`config.mk`:
```
export PLATFORM = sky130hd
export DESIGN_NAME = pdm_decimator_flat
export DESIGN_NICKNAME = d
export VERILOG_FILES = /design/src/rtl/pdm_decimator_if.sv /design/src/rtl/pdm_decimator.sv /design/src/flat_wrapper.sv
export SDC_FILE = /design/constraint.sdc
export NUM_CORES = 1
export LEC_CHECK = 0
export CELL_PAD_IN_SITES_DETAIL_PLACEMENT = 0
export CELL_PAD_IN_SITES_GLOBAL_PLACEMENT = 1
export CORE_MARGIN = 8
export CORE_UTILIZATION = 33
export CTS_CLUSTER_DIAMETER = 200
export DETAILED_ROUTE_END_ITERATION = 10
export PLACE_DENSITY = 0.73
export SLEW_MARGIN = 0
export SYNTH_ARGS = -nofsm -noshare
export SYNTH_HDL_FRONTEND = slang
export SYNTH_SLANG_ARGS = --single-unit
```
`constraint.sdc`:
```
create_clock -name clk -period 1.7 [get_ports clk]
set_input_delay 0.255 -clock clk [delete_from_list [all_inputs] [get_ports clk]]
set_output_delay 0.255 -clock clk [all_outputs]
set_load 0.05 [all_outputs]
```
`src/rtl/pdm_decimator_if.sv`:
```
// Sample output channel of the PDM decimator: registered sample, valid/ready
// handshake and the sticky overrun flag.
interface pdm_decimator_if #(
    parameter int SAMPLE_W = 11
);
    logic [SAMPLE_W-1:0] sample_out;
    logic                sample_valid;
    logic                sample_ready;
    logic                overrun;

    modport master (
        output sample_out,
        output sample_valid,
        output overrun,
        input  sample_ready
    );

    modport slave (
        input  sample_out,
        input  sample_valid,
        input  overrun,
        output sample_ready
    );
endinterface

```
`src/rtl/pdm_decimator.sv`:
```
// PDM-to-PCM decimator: counts ones over DECIM-bit windows (first-order sinc).
// Define PDM_DEC_CIC2_EN to replace the boxcar with a second-order CIC filter.
module pdm_decimator #(
    parameter int DECIM    = 32,
    parameter int SAMPLE_W = 11
) (
    input  logic            clk,
    input  logic            reset,
    input  logic            pdm_in,
    input  logic            enable,
    pdm_decimator_if.master smp
);

    localparam int PH_W = $clog2(DECIM);
`ifdef PDM_DEC_CIC2_EN
    localparam int RES_W = 2 * PH_W + 1;
`else
    localparam int RES_W = PH_W + 1;
`endif
    localparam logic [PH_W-1:0] PHASE_LAST = PH_W'(DECIM - 1);
    localparam logic [PH_W-1:0] PHASE_ONE  = PH_W'(1);

    // Reject configurations the window and result arithmetic cannot represent.
    generate
        if ((DECIM < 4) || (DECIM > 256) || ((1 << PH_W) != DECIM)) begin : g_bad_decim
            $error("pdm_decimator: DECIM must be a power of two in 4..256");
        end
        if (SAMPLE_W < RES_W) begin : g_bad_width
            $error("pdm_decimator: SAMPLE_W too narrow for the filter result");
        end
    endgenerate

    logic [PH_W-1:0]     phase_r;
    logic                wc_s;
    logic [RES_W-1:0]    pdm_ext_s;
    logic [RES_W-1:0]    result_s;
    logic [SAMPLE_W-1:0] result_ext_s;
    logic [SAMPLE_W-1:0] sample_out_r;
    logic                sample_valid_r;
    logic                overrun_r;

    // Window-complete detection and input bit widening.
    always_comb begin
        pdm_ext_s = {{(RES_W-1){1'b0}}, pdm_in};
        if (enable && (phase_r == PHASE_LAST)) begin
            wc_s = 1'b1;
        end else begin
            wc_s = 1'b0;
        end
    end

    // Phase counter; DECIM is a power of two so the natural wrap ends the window.
    always_ff @(posedge clk) begin
        if (reset) begin
            phase_r <= {PH_W{1'b0}};
        end else if (enable) begin
            phase_r <= phase_r + PHASE_ONE;
        end else begin
            phase_r <= phase_r;
        end
    end

`ifdef PDM_DEC_CIC2_EN
    logic [RES_W-1:0] i1_r;
    logic [RES_W-1:0] i2_r;
    logic [RES_W-1:0] d1_r;
    logic [RES_W-1:0] d2_r;
    logic [RES_W-1:0] i1_new_s;
    logic [RES_W-1:0] i2_new_s;
    logic [RES_W-1:0] c1_s;
    logic [RES_W-1:0] c2_s;

    // Integrator and comb datapath; all arithmetic wraps modulo 2^RES_W.
    always_comb begin
        i1_new_s = i1_r + pdm_ext_s;
        i2_new_s = i2_r + i1_new_s;
        c1_s     = i2_new_s - d1_r;
        c2_s     = c1_s - d2_r;
        result_s = c2_s;
    end

    // Integrators run on every enabled bit; comb delays update once per window.
    always_ff @(posedge clk) begin
        if (reset) begin
            i1_r <= {RES_W{1'b0}};
            i2_r <= {RES_W{1'b0}};
            d1_r <= {RES_W{1'b0}};
            d2_r <= {RES_W{1'b0}};
        end else if (enable) begin
            i1_r <= i1_new_s;
            i2_r <= i2_new_s;
            if (wc_s) begin
                d1_r <= i2_new_s;
                d2_r <= c1_s;
            end else begin
                d1_r <= d1_r;
                d2_r <= d2_r;
            end
        end else begin
            i1_r <= i1_r;
            i2_r <= i2_r;
            d1_r <= d1_r;
            d2_r <= d2_r;
        end
    end
`else
    logic [RES_W-1:0] acc_r;

    // Window total includes the bit arriving in the completing cycle.
    always_comb begin
        result_s = acc_r + pdm_ext_s;
    end

    // Ones accumulator, cleared on the same edge that publishes the window.
    always_ff @(posedge clk) begin
        if (reset) begin
            acc_r <= {RES_W{1'b0}};
        end else if (enable) begin
            if (wc_s) begin
                acc_r <= {RES_W{1'b0}};
            end else begin
                acc_r <= result_s;
            end
        end else begin
            acc_r <= acc_r;
        end
    end
`endif

    // Zero-extend the filter result to the output width.
    always_comb begin
        result_ext_s               = {SAMPLE_W{1'b0}};
        result_ext_s[RES_W-1:0]    = result_s;
    end

    // Single-entry output register: a new window always wins over backpressure.
    always_ff @(posedge clk) begin
        if (reset) begin
            sample_out_r   <= {SAMPLE_W{1'b0}};
            sample_valid_r <= 1'b0;
            overrun_r      <= 1'b0;
        end else if (wc_s) begin
            sample_out_r   <= result_ext_s;
            sample_valid_r <= 1'b1;
            if (sample_valid_r && !smp.sample_ready) begin
                overrun_r <= 1'b1;
            end else begin
                overrun_r <= overrun_r;
            end
        end else if (sample_valid_r && smp.sample_ready) begin
            sample_out_r   <= sample_out_r;
            sample_valid_r <= 1'b0;
            overrun_r      <= overrun_r;
        end else begin
            sample_out_r   <= sample_out_r;
            sample_valid_r <= sample_valid_r;
            overrun_r      <= overrun_r;
        end
    end

    assign smp.sample_out   = sample_out_r;
    assign smp.sample_valid = sample_valid_r;
    assign smp.overrun      = overrun_r;

endmodule

```
`src/flat_wrapper.sv`:
```
// flat-port wrapper written by rule: the top's interface ports become plain ports
module pdm_decimator_flat 
#(
    parameter int DECIM    = 32,
    parameter int SAMPLE_W = 11
)
  (clk, reset, pdm_in, enable, smp_sample_out, smp_sample_valid, smp_overrun, smp_sample_ready);
  pdm_decimator_if #(.SAMPLE_W(SAMPLE_W)) smp_i ();
  input  logic clk;
  input  logic reset;
  input  logic pdm_in;
  input  logic enable;
  output wire logic [$bits(smp_i.sample_out)-1:0] smp_sample_out;
  output wire logic [$bits(smp_i.sample_valid)-1:0] smp_sample_valid;
  output wire logic [$bits(smp_i.overrun)-1:0] smp_overrun;
  input wire logic [$bits(smp_i.sample_ready)-1:0] smp_sample_ready;
  assign smp_sample_out = smp_i.sample_out;
  assign smp_sample_valid = smp_i.sample_valid;
  assign smp_overrun = smp_i.overrun;
  assign smp_i.sample_ready = smp_sample_ready;
  pdm_decimator #(.DECIM(DECIM), .SAMPLE_W(SAMPLE_W)) u_core (.clk(clk), .reset(reset), .pdm_in(pdm_in), .enable(enable), .smp(smp_i));
endmodule
```
# Word-level counts from Yosys, hierarchy flattened
# Index checks and enable logic that the tools add are counted.
classes:
  add_sub_neg: 2
  reduce_logical: 6
  eq_ne: 1
  n_mux: 4
op_table:
  columns: ["op", "n"]
  rows:
  - ["adder 6 x 1 -> 6 bit", 1]
  - ["2-to-1 mux 6 bit", 1]
  - ["adder 5 x 1 -> 5 bit, second input constant", 1]
  - ["== test 5 bit, second input constant", 1]
  - ["logical AND 1 bit", 3]
  - ["2-to-1 mux 1 bit", 3]
  - ["AND reduction 2 bit", 1]
  - ["nonzero test 2 bit", 1]
  - ["logical NOT 1 bit", 1]
totals:
  out_inout_bits: 13
  regBits: 19

# Depth between registers and ports, before layout
# Gate-level depths: netlist of run 1.
depth:
  depth_word: 4
  ltp_mapped: 7
  ltp_nobuf: 6

# Worst setup path after synthesis of run 1
# OpenSTA, ideal clock, no wires.
synth_path:
  path_kind: "register to register"
  startpoint: "register u_core.phase_r[0]"
  endpoint: "register u_core.acc_r[5]"
  path_slack_ns: 0.040
  path_buffers: 0
  stages_incl_launch_ff: 7
  arrival_time_ns: 1.592
  synth_period_minus_slack_ns: 1.660
  required_ns: 1.633
  setup_ns: 0.067
  path_cell_list: "dfxtp_1 -> ha_1 -> and3_1 -> ha_1 -> nand2b_1 -> or4_4 -> a21oi_2"
synth_via:
  elab_chain_len: 4
synth_rtl:
  columns: ["element", "line", "text"]
  rows:
  - ["from (decl)", "pdm_decimator.sv:33", "logic [PH_W-1:0] phase_r;"]
  - ["from (signal assigned)", "pdm_decimator.sv:55", "phase_r <= {PH_W{1'b0}};"]
  - ["from (signal assigned)", "pdm_decimator.sv:57", "phase_r <= phase_r + PHASE_ONE;"]
  - ["from (signal assigned)", "pdm_decimator.sv:59", "phase_r <= phase_r;"]
  - ["== test 5 bit", "pdm_decimator.sv:45", "if (enable && (phase_r == PHASE_LAST)) begin"]
  - ["logical AND 1 bit", "pdm_decimator.sv:45", null]
  - ["2-to-1 mux 1 bit", "pdm_decimator.sv:45", null]
  - ["2-to-1 mux 6 bit", "pdm_decimator.sv:119", "if (wc_s) begin"]
  - ["to (signal assigned)", "pdm_decimator.sv:117", "acc_r <= {RES_W{1'b0}};"]
  - ["to (signal assigned)", "pdm_decimator.sv:120", "acc_r <= {RES_W{1'b0}};"]
  - ["to (signal assigned)", "pdm_decimator.sv:122", "acc_r <= result_s;"]
  - ["to (decl)", "pdm_decimator.sv:107", "logic [RES_W-1:0] acc_r;"]
# No other way between the ends.
# A chain may end at the register's enable or synchronous reset.

# Worst setup path after layout of run 1
# Same ends and word-level chain as after synthesis.

==> results of run 1 <==
cell usage after synthesis (2+ instances only):
library cell,n
nand2_1,9
inv_1,2
ha_1,4
a21oi_1,10
mux2i_1,2
o21ai_0,7
buf_4,5
a31oi_1,2
nand3_1,3
nor2_1,7
nand3b_1,2
xor2_1,4
xnor2_1,2
nand2b_1,2
clkbuf_1,3
or3_1,2
dfxtp_1,19
report_power, final:
part | switching, W | internal, W | total [W]
sequential | 0.00000528 | 0.000453 | 0.000459
combinational | 0.0000564 | 0.0000318 | 0.0000881
clock | 0.000134 | 0.0000913 | 0.000225
worst max-delay path: cells and delay by family, from the launching register on:
| family | cells | cell delay [ps] |
|---|---|---|
| and+or+nand+nor | 3 | 770 |
| AOI/OAI and AO/OA | 1 | 110 |
| adders and majority gates | 2 | 370 |
| DFF | 1 | 330 |
flip-flops by register name (all words and copies together), names as in the netlist:
name,flops
u_core.smp.overrun,1
u_core.smp.sample_out,6
u_core.smp.sample_valid,1
u_core.acc_r,6
u_core.phase_r,5
metrics by stage:
stage | instance area [µm²] | total power [W] | TNS, ps
after floorplan | 890 | 0.000533 | 0
after global placement | 1030 | 0.000552 | -132
after detailed placement | 1030 | 0.000555 | -228
after CTS | 1070 | 0.000785 | 0
after global routing | 1080 | 0.000819 | 0
final | 1080 | 0.000772 | 0
worst max path at each step:
stage	from	endpoint	cells after the start
after global routing	u_core.phase_r[0]	u_core.acc_r[5]	6
after detailed placement	pdm_in	u_core.acc_r[4]	6
after CTS	u_core.phase_r[0]	u_core.acc_r[5]	6
final	u_core.phase_r[0]	u_core.acc_r[5]	6
after floorplan	u_core.phase_r[0]	u_core.acc_r[5]	6
after global placement	pdm_in	u_core.acc_r[4]	6
final cells by class:
cell class                 count  share of cell area (%)
multi-input combinational     71                    43.4
clock buffer                   4                    2.43
tap                           30                    3.47
inverter                       2                   0.694
sequential                    19                    35.3
timing repair buffer          20                    14.8
metal layers:
metal	vias to the layer above	part of all wire (%)	GRT usage, %	routed length (µm)
met4	0	1.1	2.61	21
met2	13	52	15.5	965
met5	-	0	0	0
met1	345	40	10.3	753
li1	362	-	-	-
met3	2	6.8	4.47	128
logic make-up (layout without fill, tap and decap cells):
family / count (synthesis) / after routing / synth area share, %
and+or+nand+nor: 31 / 31 / 20.0
AOI/OAI and AO/OA: 23 / 23 / 15.0
DFF: 19 / 19 / 43.5
buffers and inverters: 11 / 26 / 7.01
xor gates and xnor gates: 6 / 6 / 6.01
adders and majority gates: 4 / 4 / 5.72
muxes: 2 / 2 / 2.29
other: 1 / 5 / 0.429
==> impl_metrics.json, run 1 <==
{
  "status": "finished, final reports clean",
  "cts_sinks": 19,
  "die_x_um": 67.5,
  "crit_slowest_cell": "or4_4",
  "fin_cells": 146,
  "avgSynthCellArea_um2": 9.02,
  "core-area_um2": 2500,
  "cts_resized": 1,
  "worstPathArrival_ps": 1870,
  "yosys.area.top_type": "dfxtp_1",
  "fmax_ghz": 0.615,
  "worstSetupStartpointType": "register",
  "grt_pass1_vias": 701,
  "synth.top_cell.area_share_pct": 43.5,
  "dpl_worst_slack_ps": -85.8,
  "synth_cell_types": 29,
  "finalSetupViolCount": 0,
  "cts_root_buf": "clkbuf_4",
  "crit_fanout": 5,
  "drv_slew": 0,
  "area_delta_synth_final_pct": 23.7,
  "hold_path.startpoint": "u_core.smp.sample_out[1]",
  "fin_ws_ps": 73.5,
  "numPortBuffers": 12,
  "leakagePower_nw": 0.430,
  "final_common_cell": "dfxtp_1",
  "clk_latency_ps": 290,
  "diodes": 0,
  "grt_pass1_wl_um": 3270,
  "worstSetupEndpointType": "register",
  "clockBufferDepth": 2,
  "die-area_um2": 4550,
  "start_util_pct": 35.0,
  "max-vdd-ir-drop_uv": 630,
  "hold_ws_ps": 472,
  "period_share_pct": 95.7,
  "vias_per_cell": 4.95,
  "rsz0062_at_grt": "false",
  "netlist_instances": 97,
  "fp.dieH_um": 67.5,
  "final_util_pct": 43.3,
  "final.min_clock_period_ps": 1630,
  "register_area_um2": 382,
  "post_drt_wl_per_cell_um": 12.8,
  "synth_flop_cell": "dfxtp_1",
  "gp_congestion": 0.785,
  "whs_path_depth": 2,
  "worst_path_largest_cell_delay_ps": 420,
  "dp.cells": 142,
  "antenna_found_initial": 0,
  "async_flop_share_pct": 0,
  "multiInputGateArea_um2": 469,
  "min_to": "u_core.smp.sample_out[1]",
  "grt_usage_pct": 9.28,
  "r2r_slack_ps": 70,
  "hold_class": "reg -> reg",
  "drtIter0Drc": 25,
  "wirelength_um": 1870,
  "finalNetCount": 126,
  "cts_tree": "built",
  "nFillCells": 277,
  "ys_seq_area_share_pct": 43.5,
  "io_pins": 18,
  "rr_endpoint": "u_core.acc_r[5]",
  "vias": 722,
  "ys_ff_latch": 19,
  "yosysWarnings": 0,
  "clk_pin_slew_worst_paths_ps": 110,
  "grt_overflow": 0,
  "cts_setup_buffers": 0,
  "most-common-layout-cells": "dfxtp_1 (18), buf_4 (16), a21oi_1 (10)",
  "drv_cap": 0,
  "required_ps": 1940,
  "h-tree-depth": 1,
  "drtPass1Iterations": 4,
  "hold_viol": 0,
  "num_rows": 18,
  "drive_above_1_share_pct": 24.1,
  "grt_max_degree": 11,
  "synth-edff-count": 0,
  "drt_drc_violations_left": 0,
  "dp_hpwl_um": 1470,
  "crit_chain": "ha_1, and3_1, ha_4, nand2b_4, or4_4, a21oi_2",
  "synth_area_um2": 875,
  "numCtsBuffers": 3,
  "r2r_start": "u_core.phase_r[0]",
  "final_antenna_net_count": 0,
  "path_class": "reg -> reg",
  "power.density_nw_per_um2": 713,
  "hold_buffers": 0,
  "rr_worst_depth": 6,
  "fin_worst_skew_ps": 4.91,
  "synthTopCellsByArea": "dfxtp_1 (43%), a21oi_1 (5.7%), ha_1 (5.7%), buf_4 (4.3%), o21ai_0 (4.0%)"
}
Power figures use the tool's default switching activity.
==> inputs of run 2 (changes only) <==
ABC_CLOCK_PERIOD_IN_PS = 1700   (was not set)
==> results of run 2 <==
No change in the layout: final DEF, timing and power equal those of run 1.
